File: src/rtl/ro_freq_meter.sv
// Multi-channel ring-oscillator frequency meter: counts synchronised rising edges over a gate window.
// Build option: define RO_FREQ_METER_SATURATE_EN to saturate the edge counter; otherwise it wraps.
module ro_freq_meter #(
    parameter int CHANNELS    = 4,
    parameter int COUNT_W     = 16,
    parameter int GATE_W      = 12,
    parameter int SYNC_STAGES = 2,
    parameter int SEL_W       = (CHANNELS > 1) ? $clog2(CHANNELS) : 1
) (
    input  logic                clk,
    input  logic                rst_n,
    input  logic [CHANNELS-1:0] ro_in,
    output logic [CHANNELS-1:0] ro_ena,
    input  logic [SEL_W-1:0]    chan_sel,
    input  logic [GATE_W-1:0]   gate_len,
    input  logic                start,
    input  logic                continuous,
    input  logic                shift,
    output logic                busy,
    output logic                done,
    output logic                overflow,
    output logic [COUNT_W-1:0]  count,
    output logic                sdo
);

    localparam int SETTLE_CYC = SYNC_STAGES + 1;
    localparam int TMR_W = (GATE_W > $clog2(SETTLE_CYC + 1)) ? GATE_W : $clog2(SETTLE_CYC + 1);
    localparam logic [COUNT_W-1:0] CNT_MAX = '1;

    typedef enum logic [1:0] {IDLE, SETTLE, GATE} state_t;

    state_t               state_reg, state_next;
    logic [SEL_W-1:0]     sel_reg, sel_next;
    logic [GATE_W-1:0]    gate_reg, gate_next;
    logic [TMR_W-1:0]     tmr_reg, tmr_next;
    logic [COUNT_W-1:0]   cnt_reg, cnt_next;
    logic                 acc_ovf_reg, acc_ovf_next;
    logic [COUNT_W-1:0]   count_reg, count_next;
    logic                 ovf_reg, ovf_next;
    logic                 done_reg, done_next;
    logic [COUNT_W-1:0]   shreg_reg, shreg_next;
    logic [CHANNELS-1:0]  prev_reg;

    logic [CHANNELS-1:0]  ro_sync;
    logic [CHANNELS-1:0]  edge_vec;
    logic                 ro_edge;
    logic                 cnt_at_max;
    logic [COUNT_W-1:0]   cnt_inc;
    logic [COUNT_W-1:0]   cnt_upd;
    logic                 acc_ovf_upd;
    logic                 latch;

    // One independent synchroniser chain per ring input.
    generate
        for (genvar gi = 0; gi < CHANNELS; gi++) begin : g_sync
            logic [SYNC_STAGES-1:0] chain_reg;
            always_ff @(posedge clk or negedge rst_n) begin
                if (!rst_n) begin
                    chain_reg <= '0;
                end else begin
                    chain_reg <= {chain_reg[SYNC_STAGES-2:0], ro_in[gi]};
                end
            end
            assign ro_sync[gi] = chain_reg[SYNC_STAGES-1];
            assign ro_ena[gi]  = busy && (sel_reg == SEL_W'(gi));
        end
    endgenerate

    assign edge_vec    = ro_sync & ~prev_reg;
    assign ro_edge     = edge_vec[sel_reg];
    assign cnt_at_max  = (cnt_reg == CNT_MAX);
`ifdef RO_FREQ_METER_SATURATE_EN
    assign cnt_inc     = cnt_at_max ? cnt_reg : cnt_reg + 1'b1;
`else
    assign cnt_inc     = cnt_reg + 1'b1;
`endif
    assign cnt_upd     = ro_edge ? cnt_inc : cnt_reg;
    assign acc_ovf_upd = acc_ovf_reg | (ro_edge & cnt_at_max);

    assign busy     = (state_reg != IDLE);
    assign done     = done_reg;
    assign overflow = ovf_reg;
    assign count    = count_reg;
    assign sdo      = shreg_reg[COUNT_W-1];

    always_ff @(posedge clk or negedge rst_n) begin
        if (!rst_n) begin
            state_reg <= IDLE;
        end else begin
            state_reg <= state_next;
        end
    end

    always_comb begin
        state_next   = state_reg;
        sel_next     = sel_reg;
        gate_next    = gate_reg;
        tmr_next     = tmr_reg;
        cnt_next     = cnt_reg;
        acc_ovf_next = acc_ovf_reg;
        count_next   = count_reg;
        ovf_next     = ovf_reg;
        done_next    = done_reg;
        latch        = 1'b0;
        case (state_reg)
            IDLE: begin
                if (start) begin
                    sel_next     = (int'(chan_sel) >= CHANNELS) ? '0 : chan_sel;
                    gate_next    = (gate_len == '0) ? GATE_W'(1) : gate_len;
                    tmr_next     = TMR_W'(SETTLE_CYC - 1);
                    cnt_next     = '0;
                    acc_ovf_next = 1'b0;
                    done_next    = 1'b0;
                    state_next   = SETTLE;
                end
            end
            SETTLE: begin
                if (tmr_reg == '0) begin
                    tmr_next   = TMR_W'(gate_reg) - TMR_W'(1);
                    state_next = GATE;
                end else begin
                    tmr_next = tmr_reg - TMR_W'(1);
                end
            end
            GATE: begin
                cnt_next     = cnt_upd;
                acc_ovf_next = acc_ovf_upd;
                if (tmr_reg == '0) begin
                    // Final window cycle: the edge seen this cycle is part of the result.
                    latch      = 1'b1;
                    count_next = cnt_upd;
                    ovf_next   = acc_ovf_upd;
                    done_next  = 1'b1;
                    if (continuous) begin
                        cnt_next     = '0;
                        acc_ovf_next = 1'b0;
                        tmr_next     = TMR_W'(gate_reg) - TMR_W'(1);
                    end else begin
                        state_next = IDLE;
                    end
                end else begin
                    tmr_next = tmr_reg - TMR_W'(1);
                end
            end
            default: state_next = IDLE;
        endcase
    end

    // A reload on latch wins over a coincident shift request.
    always_comb begin
        shreg_next = shreg_reg;
        if (latch) begin
            shreg_next = cnt_upd;
        end else if (shift) begin
            shreg_next = {shreg_reg[COUNT_W-2:0], 1'b0};
        end
    end

    always_ff @(posedge clk or negedge rst_n) begin
        if (!rst_n) begin
            sel_reg     <= '0;
            gate_reg    <= '0;
            tmr_reg     <= '0;
            cnt_reg     <= '0;
            acc_ovf_reg <= 1'b0;
            count_reg   <= '0;
            ovf_reg     <= 1'b0;
            done_reg    <= 1'b0;
            shreg_reg   <= '0;
            prev_reg    <= '0;
        end else begin
            sel_reg     <= sel_next;
            gate_reg    <= gate_next;
            tmr_reg     <= tmr_next;
            cnt_reg     <= cnt_next;
            acc_ovf_reg <= acc_ovf_next;
            count_reg   <= count_next;
            ovf_reg     <= ovf_next;
            done_reg    <= done_next;
            shreg_reg   <= shreg_next;
            prev_reg    <= ro_sync;
        end
    end

endmodule

File: config.mk
export PLATFORM = sky130hd
export DESIGN_NAME = ro_freq_meter
export DESIGN_NICKNAME = d
export VERILOG_FILES = /design/src/rtl/ro_freq_meter.sv
export SDC_FILE = /design/constraint.sdc
export NUM_CORES = 1
export LEC_CHECK = 0
export BUFFER_PORTS_ARGS = -buffer_cell sky130_fd_sc_hd__buf_2
export CAP_MARGIN = 20
export CELL_PAD_IN_SITES_DETAIL_PLACEMENT = 1
export CELL_PAD_IN_SITES_GLOBAL_PLACEMENT = 2
export CORE_MARGIN = 5
export CORE_UTILIZATION = 38
export DETAILED_ROUTE_END_ITERATION = 6
export PLACE_DENSITY = 0.92
export SETUP_SLACK_MARGIN = 0.2
export SLEW_MARGIN = 10
export SYNTH_ARGS = -nofsm -noshare
export SYNTH_HDL_FRONTEND = slang
export SYNTH_SLANG_ARGS = --single-unit
File: constraint.sdc
create_clock -name clk -period 3.4 [get_ports clk]
set_input_delay 0.51 -clock clk [delete_from_list [all_inputs] [get_ports clk]]
set_output_delay 0.51 -clock clk [all_outputs]
set_load 0.005 [all_outputs]
======== Word-level counts from Yosys, hierarchy flattened ========
Index checks and enable logic that the tools add are counted.
word-level totals
  input port bits ......................... 23
  output and inout port bits .............. 24
  logic and storage cells ................. 80
  register bits after elaboration ......... 91
cells by class
  magnitude comparators ................... 1
  reduce and logical (&&, ||, !) cells .... 18
  add/subtract/negate cells ............... 3
  equality and inequality tests ........... 11
  bitwise operators ....................... 4
  multiplexer cells ....................... 28
operators by type and width
  kind                   count
  $mux 16                6
  $mux 12                5
  $pmux 12 s3            1
  $pmux 16 s2            1
  $logic_not 12->1       2
  $sub 12x1->12 const B  2
  $add 16x1->16 const B  1
  $eq 16x16->1 const B   1
  $mux 2                 4
  $ne 2x2->1 const B     4
  $mux 1                 7
  $eq 2x2->1 const B     3
  $pmux 2 s3             1
  $reduce_and 2->1       3
  $reduce_and 3->1       2
  $reduce_bool 2->1      3
  $and 4x4->4            1
  $eq 2x1->1 const B     2
  $logic_and 1x1->1      4
  $logic_not 2->1        2
  $not 4->4              1
  $pmux 1 s2             2
  $reduce_and 4->1       1
  $lt 2x3->1 const B     1
  other kinds (5)        5

======== Longest topological paths before layout ========
Gate-level depths: netlist of the first run.
  depth after elaboration ................. 9
  depth in mapped cells ................... 11
  depth with buffers taken out ............ 9

======== Least setup slack after synthesis of the first run ========
No wires, ideal clock.
  kind .................................... register -> register
  from .................................... register tmr_reg[5]
  to ...................................... register tmr_reg[8]
  path slack .............................. 0.682 ns
  period minus slack after synthesis ...... 2.718 ns
  cell stages (with the launch flop) ...... 12
  data arrival time ....................... 2.590 ns
  buffers on the path ..................... 2
  cells stage by stage .................... dfrtp_1 > or4_4 > nor4_4 > buf_4 > buf_4 > a21oi_1 > ha_1 > nand3b_1 > a211o_1 > a211oi_1 > a31oi_1 > o22ai_1
on the way
  cells in the longest elaborated chain, start to end .. 3
RTL lines
  element                                            RTL line  source
  start: declaration                                 35        logic [TMR_W-1:0] tmr_reg, tmr_next;
  start signal: assignment                           174       tmr_reg <= tmr_next;
  $sub 12x1->12 or $logic_not 12->1 (tied branches)  --
  $mux 12 (tied with other cells)                    128       if (tmr_reg == '0) begin
  $pmux 12 s3 or $reduce_and 3->1 (tied branches)    --
Several ways; a longest one is shown, not always the timed one.
A chain may end at the register's enable or synchronous reset.

======== Final worst setup path of the first run ========
  from .................................... register tmr_reg[5]
  to ...................................... register tmr_reg[6]
Same word-level chain as after synthesis.

==> metrics.cfg, run 1 <==
[run_status]
outcome=completed

[global_route]
grt_pass1_wl_um=19800
grt_usage_pct=17.1
grt_pass1_vias=3882
antenna_found_initial=0
overflow=0
grt_start_max_net_pins=51

[worst_setup_path]
rrSetupSlack_ps=630
required_ps=3620
crit_fanout=14
arrival_ps=2990
crit_path_start_kind=flip-flop
slowest_stage=or4_4
crit_path_cell_trace=or4_4, nor4_4, buf_4, a21oi_1, ha_1, nand3b_1, nor2_1, nand2_1, mux2i_1, o22ai_1
reg2reg_from=tmr_reg[5]
critPathMaxStageDelay_ps=610
crit_start=tmr_reg[5]
reg2reg_depth=10
path_class=reg2reg
critPathCaptureType=flip-flop

[floorplanning]
die_w_um=120
die-area_sq_um=14500
io_pins=47
fp.coreArea_sq_um=12000
initial_core_util_pct=38.6
fp-row-count=40
die_y_um=120

[yosys]
synthArstFlopShare_pct=100
synth_cells=470
avgSynthCellArea_sq_um=9.82
synth_seq_cells=91
yosysSeqAreaShare_pct=49.3
synth_edf_count=0
yosysTopAreaCell=dfrtp_1
yosysTopAreaCellShare_pct=49.3
synth_fp_nets=500
yosysWarningCount=0
syn_area_sq_um=4620
synth.distinct_cells=55
synth.area.top_cells=dfrtp_1, a21oi_1, nand2_1
synthFlopType=dfrtp_1

[finish]
nets=540
synthToLayoutAreaGrowth_pct=13.4
diodes=0
drive_gt1_share_pct=18.2

[placed_design]
hpwlAfterDp_um=8350
portBuffers=46
place_congestion=0.847
dp_slack_ps=658

[routing]
detail-route-antenna-nets=0
avgViaCountPerCell=5.59
route.vias.total=3682
first_pass_iters=4
avgRoutedWirePerCell_um=17.9
wirelength_um=11800
drc=0
drt_iter0_markers=204

[sta]
setup-violations-final=0
final_hold_viol_count=0
max-slew-margin-rel_pct=44.6
fmax_mhz=361
fin_setup_tns_ps=0
finalMaxSlewViolations=0
min_period_ps=2770
fin_skew_ps=7.53
setup_ws_ps=628
fin_crit_sh_pct=81.5
rsz0062_at_grt=no
worstMarginPinSlew_ps=829

[clocking]
cts.path.max_buffers=2
cts_made_buffers=9
cts_root_buf=clkbuf_16
ctsResizeCount=0
cts_setup_buffers=0
htreeDepth=3
clkTransAtPathRegs_ps=60
insertion_delay_ps=350
cts_tree=yes
clock_sinks=91
cts_hold_buf=0

[flow_run]
max_cap_viol_count=0

[power]
p_total_w=0.00441
power_density_nw_per_um2=842
ir_drop_mv=0.399
p_leak_nw=2.29

[hold_path]
worstHoldPathType=in2async

final cells by class:
class                      instances  area [sq um]
clock buffer                       9           225
clock inverter                     4          45.0
fill                            1342          6730
inverter                          12          45.0
multi-input combinational        343          2170
sequential                        91          2280
tap                              147           184
timing repair buffer              53           285
cell usage in the layout, fill, tap and decap left out, types with 3 or more instances in the layout:
cell type	n
nor4_1	3
a31oi_1	9
clkbuf_16	9
a211oi_1	12
o31ai_1	7
o21ai_0	23
o22ai_1	5
nor2_1	41
a21oi_1	49
inv_1	12
buf_4	8
nor2b_1	17
nand2_1	42
xor2_1	6
nand4_1	6
o21ai_1	6
mux2_2	13
mux2i_1	12
nor3_1	9
buf_2	45
nand3b_1	3
nand3_1	10
and2_1	7
or4_1	5
clkinv_2	3
dfrtp_1	91
or3_1	5
xnor2_1	7
ha_1	7
nand2b_1	5
cells in the mapped netlist, types with 3 or more instances:
library cell / count
o22ai_1: 5
xnor2_1: 7
nand3_1: 10
nand3b_1: 3
buf_4: 3
a31oi_1: 9
o21ai_0: 23
nand4_1: 6
clkbuf_1: 9
mux2i_1: 12
buf_2: 11
or4_1: 5
dfrtp_1: 91
nand2b_1: 5
and2_1: 8
xor2_1: 6
mux2_2: 13
o31ai_1: 7
a211oi_1: 12
nor2b_1: 17
ha_1: 7
inv_1: 12
nor3_1: 9
a21oi_1: 49
nor2_1: 41
o21ai_1: 6
nand2_1: 42
or3_1: 5
nor4_1: 3
metrics by stage:
| stage | hold WS, ps | utilization, % | cells | instance area, sq um |
|---|---|---|---|---|
| floorplan | 214 | - | 470 | 4620 |
| finish | 195 | 43.8 | 659 | 5230 |
| global route | 260 | 43.8 | 659 | 5230 |
| CTS | 228 | 43.7 | 658 | 5230 |
| detailed placement | 339 | 41.4 | 645 | 4960 |
| global placement | 335 | 41.4 | 645 | 4960 |
worst paths after layout:
check                                          to
min in group clk           g_sync[0].chain_reg[0]
hold reg to reg            g_sync[3].chain_reg[1]
setup reg to reg                       tmr_reg[6]
hold / removal                           count[2]
setup / recovery                       tmr_reg[6]
max in group asynchronous             cnt_reg[13]
worst max-delay path, delay by kind of cell (launching register included):
| kind | cells | cell delay [ps] |
|---|---|---|
| compound gates | 2 | 210 |
| fa+ha+maj | 1 | 250 |
| buf+inv | 1 | 230 |
| flops | 1 | 440 |
| mux | 1 | 220 |
| simple gates | 5 | 1290 |
per-layer routing:
| layer | vias to the layer above | wire [um] | GRT usage (%) |
|---|---|---|---|
| met3 | 17 | 438 | 3.04 |
| met5 | - | 0 | 0 |
| met2 | 72 | 5560 | 27.4 |
| li1 | 1764 | - | - |
| met1 | 1829 | 5590 | 23.2 |
| met4 | 0 | 206 | 6.30 |
logic make-up (layout without fill, tap and decap cells):
family | Yosys count | count (layout) | synth area share, %
AOI/OAI and AO/OA | 127 | 127 | 16.6
xor gates and xnor gates | 13 | 13 | 2.47
DFF | 91 | 91 | 49.3
buffers and inverters | 36 | 78 | 3.63
adders and majority gates | 7 | 7 | 1.90
muxes | 28 | 28 | 6.99
and+or+nand+nor | 168 | 168 | 19.1
power by group:
part / switching (W) / leakage, nW / internal [W] / total [W]
Clock: 0.000395 / 0.137 / 0.000553 / 0.000947
Sequential: 0.000296 / 1.17 / 0.00142 / 0.00171
Combinational: 0.000997 / 0.983 / 0.000752 / 0.00175
No activity file was read; power rests on OpenSTA's default activity.
==> inputs of run 2 (changes only) <==
CORE_UTILIZATION = 34   (was 38)
PLACE_DENSITY = 0.88   (was 0.92)
clock period = 2.3 ns   (was 3.4 ns; I/O delays follow)
==> metrics.cfg, run 2 (synthesis results as in run 1) <==
[floorplanning]
die_y_um=127
io_pins=47
fp-row-count=42
die_w_um=127
fp.coreArea_sq_um=13300
die-area_sq_um=16000
initial_core_util_pct=34.7

[power]
p_leak_nw=2.93
swShare_pct=40.5
power_density_nw_per_um2=1270
pwr-share-seq_pct=28.8
clock_power_share_pct=16.5
ir_drop_mv=0.505
combPwrFrac_pct=54.7
power_switching_w=0.00350
cellInternalPower_w=0.00516

[finish]
nets=623
final_area_sq_um=6830
most-common-layout-cells=dfrtp_1, buf_4, buf_2
diodes=0
nFillCells=1416
final_common_cell=dfrtp_1
drive_gt1_share_pct=45.5
synthToLayoutAreaGrowth_pct=48.0
utilization_pct=51.4

[worst_setup_path]
slowest_stage=or4_4
path_class=reg2reg
required_ps=2550
critPathCaptureType=flip-flop
critPathBufInv=1
arrival_ps=2760
crit_path_cell_trace=or4_4, nor4_4, buf_4, a21oi_4, ha_2, nand3b_1, nor3_1, nand2_1, mux2i_1, o22ai_1
crit_family=simple AND/OR/NAND/NOR gates
critPathMaxStageDelay_ps=560
crit_path_start_kind=flip-flop
crit_fanout=4

[sta]
min_period_ps=2510
setup_ws_ps=-214
setup-violations-final=61
final_hold_viol_count=0
fmax_mhz=398
finalMaxSlewViolations=0
fin_skew_ps=8.53
worstMarginPinSlew_ps=977
fin_crit_sh_pct=109
rsz0062_at_grt=yes
max-slew-margin-rel_pct=34.7

[global_route]
grt_pass1_vias=4541
grt_start_max_net_pins=62
grt_usage_pct=18.7
antenna_found_initial=0
overflow=0
grt_pass1_wl_um=23700

[routing]
detail-route-antenna-nets=0
drt_iter0_markers=282
avgViaCountPerCell=5.47
first_pass_iters=4
drc=0
wirelength_um=16400
route.vias.total=4236
avgRoutedWirePerCell_um=21.1

[clocking]
cts_made_buffers=9
cts_tree=yes
cts.path.max_buffers=2
clkTransAtPathRegs_ps=70
htreeDepth=3
clock_sinks=91
insertion_delay_ps=360
cts_root_buf=clkbuf_16

[run_status]
violations=negative setup slack
outcome=finished, violations left

[placed_design]
hpwlAfterDp_um=8910
place_congestion=0.863
dpl_cell_area_sq_um=5350
portBuffers=46

[hold_path]
worstHoldPathType=in2reg

[flow_run]
max_cap_viol_count=0

-- run 2: power by group through the flow --
| stage | logic [W] | clock network (W) | registers (W) |
|---|---|---|---|
| 5_1_grt | 0.00501 | 0.00151 | 0.00254 |
| 3_3_place_gp | 0.00305 | 0 | 0.00240 |
| 4_1_cts | 0.00409 | 0.00143 | 0.00244 |
| 2_1_floorplan | 0.00189 | 0 | 0.00242 |
| 6_report | 0.00473 | 0.00143 | 0.00249 |
| 3_5_place_dp | 0.00320 | 0 | 0.00244 |
-- run 2: worst reg2reg max path, cell delays in order, from the launching register on --
cell      delay [ps]
dfrtp_1          400
or4_4            560
nor4_4           300
buf_4            190
a21oi_4           60
ha_2             210
nand3b_1         160
nor3_1            70
nand2_1          120
mux2i_1          220
o22ai_1           80
-- run 2: area by class of cell --
class | instances | area (sq um) | share of cell area [%]
repair buffers | 133 | 1240 | 18.2
inverters | 12 | 45.0 | 0.659
clock buffers | 11 | 233 | 3.41
well taps | 176 | 220 | 3.22
clock inverters | 5 | 40.0 | 0.586
flip-flops and latches | 91 | 2280 | 33.4
multi-input cells | 346 | 2770 | 40.6
-- run 2: metrics by stage --
stage | cells | power, W | hold slack, ps | setup WS (ps) | setup TNS, ps
finish | 774 | 0.00866 | 81.5 | -214 | -6110
global placement | 715 | 0.00545 | 309 | 12.4 | 0
detailed placement | 715 | 0.00564 | 310 | -108 | -821
CTS | 763 | 0.00796 | 85.9 | -103 | -284
global route | 774 | 0.00907 | 74.9 | -306 | -10680
floorplan | 470 | 0.00431 | 49.4 | -272 | -1030
-- run 2: per-layer routing --
metal  track usage (%)  vias up  wire length (um)
met4              9.15        0               536
met3              3.19       33               578
met2              33.1      104              8660
met1              21.9     2165              6580
met5                 0        -                 0
li1                  -     1934                 -
-- run 2: final timing paths --
check                                        from                     end  slack, ps  depth (start not counted)
min in group asynchronous                   rst_n           shreg_reg[15]        470                          2
max in group asynchronous                   rst_n              tmr_reg[5]       1130                          3
min                                      ro_in[2]  g_sync[2].chain_reg[0]         80                          1
max                                    tmr_reg[8]             tmr_reg[10]       -210                         10
min reg2reg                g_sync[0].chain_reg[0]  g_sync[0].chain_reg[1]        350                          0
max reg2reg                            tmr_reg[8]             tmr_reg[10]       -210                         10
-- run 2: repair_timing --
action	in CTS	in global routing
endpoints found under the hold margin	30	0
setup buffers	22	8
pin swaps	34	30
endpoints found under the setup margin	64	66
hold buffers	1	0
resized for setup	123	61
cloned	9	3
==> inputs of run 3 (changes only) <==
CORE_MARGIN = 2   (was 5)
==> metrics.cfg, run 3 (synthesis results as in run 1) <==
[routing]
route.vias.total=4096
avgViaCountPerCell=5.43
drt_iter0_markers=175
drc=0
first_pass_iters=4
wirelength_um=13900
detail-route-antenna-nets=0
avgRoutedWirePerCell_um=18.4

[floorplanning]
fp.coreArea_sq_um=13200
io_pins=47
fp-row-count=42
die_y_um=121
die-area_sq_um=14500
initial_core_util_pct=34.9
die_w_um=121

[placed_design]
portBuffers=46
dp_slack_ps=-136
dpl_cell_area_sq_um=5350
place_congestion=0.830
place_inst=714
hpwlAfterDp_um=8630

[clocking]
insertion_delay_ps=360
htreeDepth=3
clkTransAtPathRegs_ps=70
cts_tree=yes
cts_root_buf=clkbuf_16
cts_hold_buf=0
clock_sinks=91
cts_made_buffers=9
cts.path.max_buffers=2

[hold_path]
worstHoldPathType=in2async

[power]
ir_drop_mv=0.590
power_density_nw_per_um2=1280
p_leak_nw=2.77

[sta]
fin_crit_sh_pct=108
fin_skew_ps=8.10
fmax_mhz=404
rsz0062_at_grt=yes
max-slew-margin-rel_pct=38.4
worstMarginPinSlew_ps=922
hold-worst-slack_ps=-15.6
final_hold_viol_count=17
finalMaxSlewViolations=0
setup_ws_ps=-177
min_period_ps=2480
setup-violations-final=7

[worst_setup_path]
required_ps=2540
crit_fanout=5
path_class=reg2reg
critPathCaptureType=flip-flop
crit_path_start_kind=flip-flop
arrival_ps=2710

[finish]
most-common-layout-cells=dfrtp_1, buf_4, buf_2
nets=603
final_common_cell=dfrtp_1
layout.area.seq_sq_um=2280
synthToLayoutAreaGrowth_pct=37.3
final_area_sq_um=6340
diodes=0
nFillCells=1472
drive_gt1_share_pct=38.2
multiInputGateArea_sq_um=2540
stdcell_count=754

[global_route]
overflow=0
grt_pass1_wl_um=21300
antenna_found_initial=0
grt_pass1_vias=4129
grt_start_max_net_pins=45
grt_usage_pct=18.7

[flow_run]
max_cap_viol_count=0

[run_status]
violations=negative hold slack, negative setup slack
outcome=finished, violations left

run 3: worst max-delay path, stage by stage (launching register included):
cell and delay [ps]:
dfrtp_1 390, or4_4 560, nor4_4 280, buf_6 160, a21oi_1 80, ha_2 190, nand3b_1 190, a211o_1 190
a211oi_1 70, a31oi_1 150, o22ai_1 90
run 3: metal layers:
metal	part of all wire [%]	track usage [%]	vias up	wire length (um)
met5	0	0	-	0
met4	1.9	6.76	0	260
met3	3.8	4.43	22	531
met2	51	30.8	99	7050
met1	44	24.2	2083	6050
li1	-	-	1892	-
run 3: path summary, 6_finish.rpt:
check	start	to	slack, ps	cells past startpoint
max reg2reg	tmr_reg[1]	tmr_reg[8]	-180	10
max in group asynchronous	rst_n	gate_reg[7]	1620	2
min reg2reg	g_sync[0].chain_reg[0]	g_sync[0].chain_reg[1]	350	0
min in group clk	ro_in[2]	g_sync[2].chain_reg[0]	90	1
max	tmr_reg[1]	tmr_reg[8]	-180	10
min	rst_n	shreg_reg[0]	-20	1
run 3: layout make-up:
cell class              count  area share (%)
inverters                  12           0.711
clock inverters             7            1.28
well taps                 176            3.47
clock buffers               9            3.55
multi-input cells         344            40.1
flip-flops and latches     91            35.9
repair buffers            115            15.0
run 3: repair_timing:
item / in CTS / in global routing
gates cloned: 6 / 2
pin swaps: 12 / 14
resized for setup: 33 / 82
endpoints found under the setup margin: 64 / 65
setup buffers: 5 / 11
run 3: power by group:
part | total [W] | switching, W | internal (W)
Sequential | 0.00244 | 0.000353 | 0.00209
Clock | 0.00157 | 0.000705 | 0.000865
Combinational | 0.00407 | 0.00210 | 0.00197
Total | 0.00808 | 0.00316 | 0.00493
run 3: per-stage QoR:
stage | hold WS [ps] | power [W] | utilization (%) | TNS (ps)
2_1_floorplan | 49.4 | 0.00431 | - | -1030
3_3_place_gp | 331 | 0.00540 | 40.4 | -95.4
3_5_place_dp | 337 | 0.00557 | 40.4 | -1220
4_1_cts | 13.9 | 0.00760 | 44.8 | -418
5_1_grt | 30.7 | 0.00855 | 47.9 | -2370
6_report | -15.6 | 0.00808 | 47.9 | -598
